### config.mk
export PLATFORM = sky130hd
export DESIGN_NAME = keypad_event
export DESIGN_NICKNAME = d
export VERILOG_FILES = /design/src/rtl/keypad_pkg.sv /design/src/rtl/keypad_event_fifo.sv /design/src/rtl/keypad_event.sv
export SDC_FILE = /design/constraint.sdc
export NUM_CORES = 1
export LEC_CHECK = 0
export ABC_AREA = 1
export CAP_MARGIN = 20
export CORE_ASPECT_RATIO = 1.2
export CORE_MARGIN = 3
export CORE_UTILIZATION = 53
export CTS_BUF_LIST = sky130_fd_sc_hd__clkbuf_8
export DETAILED_ROUTE_END_ITERATION = 16
export MAX_ROUTING_LAYER = met4
export PLACE_DENSITY_LB_ADDON = 0.12
export SYNTH_ARGS = -nofsm -noshare
export SYNTH_HDL_FRONTEND = slang
export SYNTH_HIERARCHICAL = 1
export SYNTH_SLANG_ARGS = --single-unit
export TNS_END_PERCENT = 50
### constraint.sdc
create_clock -name clk -period 2.1 [get_ports clk]
set_input_delay 0.21 -clock clk [delete_from_list [all_inputs] [get_ports clk]]
set_output_delay 0.21 -clock clk [all_outputs]
set_load 0.01 [all_outputs]
### src/rtl/keypad_pkg.sv
// Shared keypad types and constants: key/code widths, the key event record
// and key indices in scanner bit order (bit 15 = row 0 / column 3).
package keypad_pkg;

    localparam int KEY_W   = 16;
    localparam int CODE_W  = 4;
    localparam int EVENT_W = CODE_W + 1;

    typedef struct packed {
        logic [CODE_W-1:0] code;
        logic              press;
    } key_event_t;

    localparam logic [CODE_W-1:0] KEY_0 = 4'd0;
    localparam logic [CODE_W-1:0] KEY_1 = 4'd1;
    localparam logic [CODE_W-1:0] KEY_2 = 4'd2;
    localparam logic [CODE_W-1:0] KEY_3 = 4'd3;
    localparam logic [CODE_W-1:0] KEY_4 = 4'd4;
    localparam logic [CODE_W-1:0] KEY_5 = 4'd5;
    localparam logic [CODE_W-1:0] KEY_6 = 4'd6;
    localparam logic [CODE_W-1:0] KEY_7 = 4'd7;
    localparam logic [CODE_W-1:0] KEY_8 = 4'd8;
    localparam logic [CODE_W-1:0] KEY_9 = 4'd9;
    localparam logic [CODE_W-1:0] KEY_A = 4'd10;
    localparam logic [CODE_W-1:0] KEY_B = 4'd11;
    localparam logic [CODE_W-1:0] KEY_C = 4'd12;
    localparam logic [CODE_W-1:0] KEY_D = 4'd13;
    localparam logic [CODE_W-1:0] KEY_E = 4'd14;
    localparam logic [CODE_W-1:0] KEY_F = 4'd15;

endpackage

### src/rtl/keypad_event_fifo.sv
// Synchronous show-ahead FIFO for key events; the head word is read straight
// from the storage registers and forced to zero while the FIFO is empty.
module keypad_event_fifo #(
    parameter int DATA_W = 5,
    parameter int DEPTH  = 4
) (
    input  logic                     clk,
    input  logic                     rst_n,
    input  logic                     push,
    input  logic [DATA_W-1:0]        wdata,
    input  logic                     pop,
    output logic [DATA_W-1:0]        rdata,
    output logic                     full,
    output logic                     empty,
    output logic [$clog2(DEPTH):0]   count
);

    localparam int AW = $clog2(DEPTH);

    logic [DATA_W-1:0] mem [DEPTH];
    logic [AW-1:0]     wr_ptr;
    logic [AW-1:0]     rd_ptr;
    logic              do_push;
    logic              do_pop;

    assign full    = (count == (AW+1)'(DEPTH));
    assign empty   = (count == '0);
    assign do_push = push && !full;
    assign do_pop  = pop && !empty;
    assign rdata   = empty ? '0 : mem[rd_ptr];

    always_ff @(posedge clk or negedge rst_n) begin
        if (!rst_n) begin
            wr_ptr <= '0;
            rd_ptr <= '0;
            count  <= '0;
        end else begin
            if (do_push) wr_ptr <= wr_ptr + 1'b1;
            if (do_pop)  rd_ptr <= rd_ptr + 1'b1;
            case ({do_push, do_pop})
                2'b10:   count <= count + 1'b1;
                2'b01:   count <= count - 1'b1;
                default: count <= count;
            endcase
        end
    end

    // Storage holds data only; validity is tracked by count, so no reset here.
    always_ff @(posedge clk) begin
        if (do_push) mem[wr_ptr] <= wdata;
    end

endmodule

### src/rtl/keypad_event.sv
// Debounces the scanner key bitmap and turns committed presses (and releases
// when KEYPAD_EVENT_RELEASE_EN is defined) into queued key-code events.
module keypad_event
    import keypad_pkg::*;
#(
    parameter int DEBOUNCE_CYCLES = 16,
    parameter int FIFO_DEPTH      = 4
) (
    input  logic                          clk,
    input  logic                          rst_n,
    input  logic [KEY_W-1:0]              key,
    input  logic                          change,
    output logic                          ev_valid,
    input  logic                          ev_ready,
    output logic [CODE_W-1:0]             ev_code,
    output logic                          ev_press,
    output logic [KEY_W-1:0]              stable_key,
    output logic [$clog2(FIFO_DEPTH):0]   fifo_count
);

    localparam int CNT_W = $clog2(DEBOUNCE_CYCLES + 1);

    function automatic logic [CODE_W-1:0] lowest_index(input logic [KEY_W-1:0] m);
        lowest_index = '0;
        for (int i = KEY_W - 1; i >= 0; i--) begin
            if (m[i]) lowest_index = CODE_W'(i);
        end
    endfunction

    logic [KEY_W-1:0]   cand;
    logic [CNT_W-1:0]   cnt;
    logic [KEY_W-1:0]   pend_press;
    logic [KEY_W-1:0]   pend_press_n;
    logic [KEY_W-1:0]   src_mask;
    logic [KEY_W-1:0]   clr_mask;
    logic [CODE_W-1:0]  src_code;
    logic               use_press;
    logic               commit;
    logic               push;
    logic               fifo_full;
    logic               fifo_empty;
    key_event_t         ev_in;
    key_event_t         head;
    logic [EVENT_W-1:0] head_bits;

    // Commit on the edge where the counter reaches DEBOUNCE_CYCLES, so the
    // event lands in the FIFO DEBOUNCE_CYCLES+2 edges after the key settles.
    assign commit = (key == cand) && !change &&
                    (cnt >= CNT_W'(DEBOUNCE_CYCLES - 1)) && (cand != stable_key);

`ifdef KEYPAD_EVENT_RELEASE_EN
    logic [KEY_W-1:0] pend_rel;
    logic [KEY_W-1:0] pend_rel_n;

    assign use_press  = |pend_press;
    assign src_mask   = use_press ? pend_press : pend_rel;
    assign pend_rel_n = (pend_rel & ~(use_press ? '0 : clr_mask)) |
                        (commit ? (~cand & stable_key) : '0);
`else
    assign use_press  = 1'b1;
    assign src_mask   = pend_press;
`endif

    assign src_code     = lowest_index(src_mask);
    assign push         = !fifo_full && (|src_mask);
    assign clr_mask     = push ? (KEY_W'(1) << src_code) : '0;
    // Clear before set: a bit re-armed by this cycle's commit survives.
    assign pend_press_n = (pend_press & ~(use_press ? clr_mask : '0)) |
                          (commit ? (cand & ~stable_key) : '0);
    assign ev_in        = '{code: src_code, press: use_press};

    always_ff @(posedge clk or negedge rst_n) begin
        if (!rst_n) begin
            cand       <= '0;
            cnt        <= '0;
            stable_key <= '0;
            pend_press <= '0;
`ifdef KEYPAD_EVENT_RELEASE_EN
            pend_rel   <= '0;
`endif
        end else begin
            if (key != cand || change) begin
                cand <= key;
                cnt  <= '0;
            end else if (cnt != CNT_W'(DEBOUNCE_CYCLES)) begin
                cnt  <= cnt + 1'b1;
            end
            if (commit) stable_key <= cand;
            pend_press <= pend_press_n;
`ifdef KEYPAD_EVENT_RELEASE_EN
            pend_rel   <= pend_rel_n;
`endif
        end
    end

    keypad_event_fifo #(
        .DATA_W (EVENT_W),
        .DEPTH  (FIFO_DEPTH)
    ) u_fifo (
        .clk   (clk),
        .rst_n (rst_n),
        .push  (push),
        .wdata (ev_in),
        .pop   (ev_ready),
        .rdata (head_bits),
        .full  (fifo_full),
        .empty (fifo_empty),
        .count (fifo_count)
    );

    assign head     = head_bits;
    assign ev_valid = !fifo_empty;
    assign ev_code  = head.code;
    assign ev_press = head.press;

endmodule

Word-level counts from Yosys, hierarchy flattened --
Memories as Yosys holds them, arrays and structs flattened. Cells that the tools add are included. Widths: inputs -> output; s select.
Operators by class: eq/ne operators 7, magnitude comparators 1, add/sub/neg operators 5, bitwise operators 5, multiplexer cells 24, shift operators 1, reductions and logical operators 14
Operators with widths (count):
- $mux 4 | 16
- $and 16x16->16 | 2
- $mux 16 | 2
- $ne 16x16->1 | 2
- $not 16->16 | 2
- $eq 16x16->1 | 1
- $or 16x16->16 | 1
- $reduce_or 16->1 | 1
- $shl 1x4->16 const A | 1
- $mux 5 | 3
- $logic_and 1x1->1 | 6
- $pmux 3 s2 | 1
- $add 5x1->5 const B | 1
- $ge 5x4->1 const B | 1
- $ne 5x5->1 const B | 1
- $add 2x1->2 const B | 2
- $reduce_bool 2->1 | 2
- $add 3x1->3 const B | 1
- $eq 3x3->1 const B | 1
- $logic_not 1->1 | 3
- $logic_not 3->1 | 1
- $sub 3x1->3 const B | 1
- $eq 2x1->1 const B | 1
- $eq 2x2->1 const B | 1
- 2 further kinds | 3
Storage, ports and cells: input bits 20, word-level logic and storage cells 65, output and inout bits 25, memory bits (writable) 16, flip-flop bits (word level) 60, memories kept 1
Memory list:
- u_fifo.mem | words 4, bits a word 4, rd ports 1, clocked after Yosys merged registers in 0, write ports 1, line keypad_event_fifo.sv:20 | logic [DATA_W-1:0] mem [DEPTH];

Logic depth before layout (Yosys ltp) --
Gate-level depths: netlist (run 1).
depth in word-level cells 21, gate-level depth with buffers 19, mapped depth without buffers 19

By module --
Netlist (run 1), hierarchy kept.
Modules (own cells, without submodules):
- keypad_event | cells each 331, area each 2802.7 sq um, times used 1, seq. area each 1326.3 sq um
- keypad_event_fifo | cells each 137, area each 1300.0 sq um, times used 1, seq. area each 775.7 sq um

Least setup slack after synthesis (run 1) --
No wires, ideal clock.
path kind register -> register, from register pend_press[0], to register u_fifo.count[2], cell stages (with the launch flop) 17, library setup time 0.117 ns, required time 1.983 ns, period minus slack after synthesis 2.288 ns, path slack -0.188 ns, arrival 2.171 ns, path buffers 0, cells stage by stage dfrtp_1 -> inv_2 -> nand2_1 -> nor3_1 -> inv_1 -> nor2_1 -> nor2_1 -> inv_1 -> o21ai_0 -> nand2_1 -> ha_1 -> inv_1 -> fa_1 -> nand2_1 -> nand3_1 -> nand2_1 -> nand2_1
Between the ends: word-level cells in the longest chain between the ends 5, elaborated cells on any way between the ends 7, classes of those cells eq/ne (2); mux (1); reduce/logical (4)
RTL lines:
- start: declaration | line keypad_event.sv:32 | logic [KEY_W-1:0] pend_press;
- start signal: assignment | line keypad_event.sv:89 | pend_press <= pend_press_n;
- $reduce_or 16->1 (*) | line keypad_event.sv:65 | assign push = !fifo_full && (|src_mask);
- $logic_and 1x1->1 (*) | line keypad_event.sv:65
- named net push | line keypad_event.sv:39 | logic push;
- $logic_and 1x1->1 (*) | line keypad_event_fifo.sv:28 | assign do_push = push && !full;
- $eq 2x1->1 or $eq 2x2->1 (tied branches) | line keypad_event_fifo.sv:40 | case ({do_push, do_pop})
- $pmux 3 s2 or $reduce_bool 2->1 (tied branches)
- end signal: assignment | line keypad_event_fifo.sv:41 | 2'b10: count <= count + 1'b1;
- end signal: assignment | line keypad_event_fifo.sv:42 | 2'b01: count <= count - 1'b1;
- end signal: assignment | line keypad_event_fifo.sv:43 | default: count <= count;
- end: declaration | line keypad_event_fifo.sv:15 | output logic [$clog2(DEPTH):0] count
Mark *: on every way through the listed nets, which the timed path passes. The rest lies on a longest branch. A chain may end at the register's enable or synchronous reset.

Worst setup path in the final report (run 1) --
Same ends and word-level chain as after synthesis.

==> results of run 1 <==
==> where the power goes <==
group | internal [mW] | switching (mW)
clock | 0.783 | 0.542
combinational | 2.13 | 2.69
sequential | 2.26 | 0.217
==> metrics by stage <==
stage | TNS [ns] | hold WS [ns] | utilization [%]
after CTS | 0 | 0.322 | 69.6
final | -0.0669 | 0.335 | 72.0
after global placement | -0.0206 | 0.236 | 64.2
after detailed placement | -0.343 | 0.240 | 64.2
after global routing | -0.407 | 0.331 | 72.0
after floorplan | 0 | -0.0856 | -
==> flip-flops by register name, indices dropped and copies added (netlist names) <==
register	flops
u_fifo/count	3
cnt	5
cand	16
u_fifo/wr_ptr	2
pend_press	16
u_fifo/mem	20
u_fifo/rd_ptr	2
stable_key	16
==> what timing repair did <==
action                                  CTS  global route
gates resized for setup                  11            27
hold endpoints to repair                 60             0
hold buffers                              1             0
buffers inserted                         16            12
pin swaps                                 6            17
endpoints found under the setup margin    1            28
==> cells in the final DEF, fill, tap and decap left out, types with 8 or more instances in the layout <==
master           synthesis  layout
buf_4                    0      47
clkbuf_8                 0       9
clkdlybuf4s50_1          0      41
dfrtp_1                 60      60
edfxtp_1                20      20
ha_1                    24      23
inv_1                   91      84
inv_2                    2      10
nand2_1                117     111
nand3_1                 31      27
nand4_1                 11      11
nor2_1                  11       8
o21ai_0                 26      23
==> how the worst max path moves through the flow <==
stage	slack, ns	endpoint	from	cells past startpoint
3_3_place_gp	-0.02	u_fifo/count[2]	pend_press[14]	13
5_1_grt	-0.14	u_fifo/count[2]	pend_press[0]	16
3_5_place_dp	-0.06	cnt[2]	key[12]	10
4_1_cts	0.0005	u_fifo/count[2]	pend_press[0]	16
6_report	-0.05	u_fifo/count[2]	pend_press[0]	16
2_1_floorplan	0.008	u_fifo/count[2]	pend_press[14]	13
==> layer usage <==
layer | part of all wire (%) | routed length (µm) | up-vias
met5 | 0 | 0 | -
met4 | 3.0 | 252 | 0
met3 | 3.2 | 266 | 23
met2 | 52 | 4340 | 64
met1 | 42 | 3550 | 1510
li1 | - | - | 1649
==> critical path, stage by stage (launching register included) <==
cell and delay [ns]:
dfrtp_1 0.40, inv_2 0.08, nand2_2 0.07, nor3_4 0.16
inv_2 0.08, nor2_4 0.12, nor2_4 0.05, inv_2 0.09
o21ai_4 0.08, nand2_2 0.10, ha_4 0.16, inv_4 0.04
fa_2 0.37, nand2_2 0.09, nand3_2 0.06, nand2_1 0.06
nand2_1 0.04
==> layout make-up <==
type / instances / area, µm²
Multi-Input combinational cell: 274 / 1650
Clock buffer: 9 / 124
Tap cell: 90 / 113
Inverter: 93 / 352
Sequential cell: 80 / 2100
Fill cell: 555 / 2070
Clock inverter: 7 / 111
Timing Repair Buffer: 96 / 875
==> kinds of logic (layout without fill, tap and decap cells) <==
kind of cell	Yosys count	in the layout	synth area share, %
AO/OA/AOI/OAI	49	49	6.86
XOR/XNOR	9	9	1.92
flip-flops	80	80	51.2
buffers and inverters	117	205	11.9
adder cells (fa/ha/maj)	25	25	7.81
AND/OR/NAND/NOR	187	187	20.2
other	1	4	0.0914
==> metrics.md, run 1 <==
| Metric | Value |
|---|---|
| Initial antenna violation count | 0 |
| 1st-pass router iterations | 4 |
| Vias per inst | 5.00 |
| Area after DPL | 0.00476 mm² |
| Mean Syn Cell Area | 8.77 µm² |
| Pre-CTS WS | -0.0559 ns |
| Hold Path Class | in2reg |
| Ys flop type | dfrtp_1 |
| Final instance area | 0.00533 mm² |
| Hold path startpoint | key[12] |
| Total CTS buffers | 9 |
| Starting Density | 55.4% |
| Met1 Use GR | 23.2% |
| Setup Skew | 0.0118 ns |
| Count of synthesis-stage warnings from yosys | 6 |
| Final wirelength | 8.41 mm |
| Antenna fix cells | 0 |
| Leading post-synthesis cells by cell area | dfrtp_1, edfxtp_1, nand2_1 |
| First-pass GRT wire length | 13.8 mm |
| CTS tree | done |
| Cell count after synthesis | 468 |
| Routed WL per cell | 13.0 µm |
| Post-synthesis sequential area ratio | 51.2% |
| Die X | 86.3 µm |
| Post-route ant nets | 0 |
| Post-Layout Cell Count | 649 |
| Synth cell types | 36 |
| Synth top area share | 36.6% |
| CTS H-Tree Depth | 3 |
| Cell count after placement | 604 |
| Critical Path Source Type | register |
| Max_cap viols | 0 |
| Period utilization | 103% |
| R2R Path End | u_fifo/count[2] |
| Gr busiest metal | met2 |
| GRT Util Overall | 20.7% |
| Area growth, synth to finish | 29.9% |
| Worst endpoint required time | 2.35 ns |
| Worst EP arrival | 2.41 ns |
| Clock Latency Late Sink | 0.36 ns |
| Hold Crit Endpoint | cand[12] |
| Final HPWL DP | 5.89 mm |
| Reg2reg setup slack | -0.05 ns |
| Setup CP Type | reg2reg |
| Clock buffer depth | 2 |
| Global-route track usage on met2 | 35.5% |
| Final hold violations | 0 |
| Largest net degree at the start of global routing | 61 |
| Cell Area, Synth | 0.00410 mm² |
| Num rows | 34 |
| Port Buffers | 44 |
| CTS Root Cell | clkbuf_8 |
| Residual DRC | 0 |
| Max Fclk | 464 MHz |
| Leakage power | 2.65 nW |
| Fin worst setup slack | -0.0537 ns |
| RR Startpoint | pend_press[0] |
| Hold depth | 1 |
| Overall Power | 8.62 mW |
| Worst-path maximum fanout | 3 |
| Vias in the first global route | 3156 |
| Maximum vdd drop | 1280 µV |
| EDFF count, synth | 20 |
| Clock Pin Slew Worst Setup and Hold Paths | 0.08 ns |
| Cell taking the most area after synthesis | dfrtp_1 |
| CP Capture Type | register |
| Synthesized flop and latch total | 80 |
| GPL Wtd Cong | 0.860 |
| Via count | 3246 |
| Status | finished, violations left |
| Fin crit period | 2.15 ns |
| Reg2Reg Depth | 16 |
| Core ar. | 0.00740 mm² |
| Share of cells above drive strength 1 | 19.1% |
| Most numerous cell in the Yosys netlist | nand2_1 |
| IO Count | 45 |
| Setup violators final | 2 |
| Met3 Use GR | 4.35% |
| Unrepaired setup endpoints after global routing | yes |
| Die area | 0.00884 mm² |
| Gr ovfl total | 0 |
| Post-synth top cells | nand2_1, inv_1, dfrtp_1 |
| Failing checks | negative setup slack |
| Post-synthesis async set-or-reset flop share | 75.0% |
| Die H | 102 µm |
| Final count of pins violating max slew | 0 |
| Pwr dens | 1620 mW/mm² |
| Clock sink total | 80 |
| DR iter-0 viols | 142 |
| Nets@finish | 599 |
No activity file was read; power rests on OpenSTA's default activity.
==> inputs of run 2 (changes only) <==
GPL_TIMING_DRIVEN = 1   (was default)
==> results of run 2 <==
The final DEF is identical to that of run 1; final timing and power are the same.
==> inputs of run 3 (changes only) <==
SETUP_SLACK_MARGIN = 0.05   (was default)
==> metrics.md, run 3 (synthesis results as in run 1) <==
| Metric | Value |
|---|---|
| Leakage power | 2.53 nW (-4.7%) |
| Die X | 86.3 µm (unchanged) |
| Unrepaired setup endpoints after global routing | yes |
| Worst-path maximum fanout | 3 (unchanged) |
| R2R Path End | u_fifo/count[2] |
| DR iter-0 viols | 138 (-2.8%) |
| 1st-pass router iterations | 4 (unchanged) |
| Vias in the first global route | 3040 (-3.7%) |
| Via count | 3086 (-4.9%) |
| Initial antenna violation count | 0 (unchanged) |
| Clock sink total | 80 (unchanged) |
| Area growth, synth to finish | 24.2% |
| Clock Pin Slew Worst Setup and Hold Paths | 0.09 ns (about the same) |
| Final count of pins violating max slew | 0 (unchanged) |
| Hold depth | 1 (unchanged) |
| Hold Path Class | in2reg |
| Worst endpoint required time | 2.35 ns (about the same) |
| Port Buffers | 44 (unchanged) |
| Overall Power | 7.84 mW (-9.0%) |
| Most frequent cells in the layout | nand2_1, inv_1, dfrtp_1, clkdlybuf4s50_1 |
| Reg2Reg Depth | 16 (unchanged) |
| Max Fclk | 482 MHz (+3.8%) |
| Post-route ant nets | 0 (unchanged) |
| Period utilization | 98.8% (-3.8 points) |
| Final HPWL DP | 5.95 mm (+1.1%) |
| Clock Latency Late Sink | 0.35 ns (about the same) |
| IO Count | 45 (unchanged) |
| Reg2reg setup slack | 0.03 ns (+0.08 ns) |
| Worst EP arrival | 2.32 ns (-0.09 ns) |
| GPL Wtd Cong | 0.947 (+10%) |
| Antenna fix cells | 0 (unchanged) |
| Starting Density | 55.4% (unchanged) |
| Largest Register | u_fifo/mem |
| CTS Root Cell | clkbuf_8 |
| Status | finished, final reports clean |
| Num rows | 34 (unchanged) |
| Area after DPL | 0.00471 mm² (-0.89%) |
| Die area | 0.00884 mm² (unchanged) |
| Largest net degree at the start of global routing | 61 (unchanged) |
| Core ar. | 0.00740 mm² (unchanged) |
| Final instance area | 0.00509 mm² (-4.4%) |
| Maximum vdd drop | 1110 µV (-13%) |
| Gr ovfl total | 0 (unchanged) |
| Share of cells above drive strength 1 | 15.1% (-4.1 points) |
| RR Startpoint | pend_press[1] |
| Pwr dens | 1540 mW/mm² (-4.8%) |
| Max_cap viols | 0 (unchanged) |
| Total CTS buffers | 9 (unchanged) |
| Hold slack | 0.345 ns (+0.00989 ns) |
| Setup CP Type | reg2reg |
| Vias per inst | 4.91 (-1.8%) |
| Fin crit period | 2.07 ns (-0.0797 ns) |
| CP Capture Type | register |
| GRT Util Overall | 20.2% (-0.54 points) |
| Largest register FFs | 20 (unchanged) |
| Nets@finish | 578 (-3.5%) |
| Clock buffer depth | 2 (unchanged) |
| Most common cell after layout, fill and taps aside | nand2_1 |
| CTS tree | done |
| Hold path startpoint | key[12] |
| First-pass GRT wire length | 13.6 mm (-1.7%) |
| Final hold violations | 0 (unchanged) |
| Die H | 102 µm (unchanged) |
| CTS H-Tree Depth | 3 (unchanged) |
| Critical Path Source Type | register |
| Routed WL per cell | 12.8 µm (-1.4%) |
| Setup violators final | 0 (-2) |
| Setup Skew | 0.0105 ns (-0.00130 ns) |
| Hold Crit Endpoint | cand[12] |
| Final wirelength | 8.02 mm (-4.6%) |
| Residual DRC | 0 (unchanged) |
-- run 3: timing repair --
item | CTS | global route
resized for setup | 5 | 25
pin swaps | 3 | 5
hold endpoints to repair | 60 | 0
hold buffers | 1 | 0
buffers inserted | 9 | 4
setup endpoints to repair | 17 | 43
-- run 3: layer usage --
metal	up-vias	track usage, %	wire length, µm
met5	-	-	0
met4	0	6.83	131
met3	13	4.03	228
met2	48	34.8	4200
met1	1428	23.5	3460
li1	1597	-	-
-- run 3: cell type report --
class,count,area [µm²]
Tap cell,90,113
Inverter,93,349
Clock buffer,9,124
Clock inverter,7,80.1
Fill cell,639,2310
Timing Repair Buffer,75,701
Multi-Input combinational cell,274,1630
Sequential cell,80,2100
-- run 3: worst max path at each step --
stage                    from               to  slack, ns
2_1_floorplan  pend_press[14]  u_fifo/count[1]       0.04
3_3_place_gp          key[12]    stable_key[6]      -0.18
3_5_place_dp          key[12]    stable_key[6]      -0.16
4_1_cts         pend_press[1]  u_fifo/count[2]       0.03
5_1_grt         pend_press[0]  u_fifo/count[2]      -0.11
6_report        pend_press[1]  u_fifo/count[2]       0.03
-- run 3: power by group --
group / total [mW] / switching (mW) / internal [mW]
clock: 1.15 / 0.587 / 0.563
combinational: 4.24 / 2.49 / 1.75
sequential: 2.45 / 0.198 / 2.26
total: 7.84 / 3.27 / 4.57
-- run 3: critical path: stages, from the launching register on --
cell     delay [ns]
dfrtp_1        0.39
inv_2          0.07
nand2_2        0.06
nor3_4         0.13
inv_1          0.07
nor2_2         0.15
nor2_2         0.07
inv_2          0.08
o21ai_4        0.06
nand2_2        0.09
ha_4           0.14
inv_2          0.04
fa_2           0.34
inv_1          0.06
nand2_1        0.07
nand4_1        0.09
nand2_1        0.06
-- run 3: stage by stage --
step	setup TNS [ns]	setup WS, ns	instances	util (%)
2_1_floorplan	0	0.0377	471	-
3_3_place_gp	-5.47	-0.176	598	63.7
3_5_place_dp	-4.16	-0.158	598	63.7
4_1_cts	0	0.0313	624	67.6
5_1_grt	-0.567	-0.106	628	68.8
6_report	0	0.0260	628	68.8
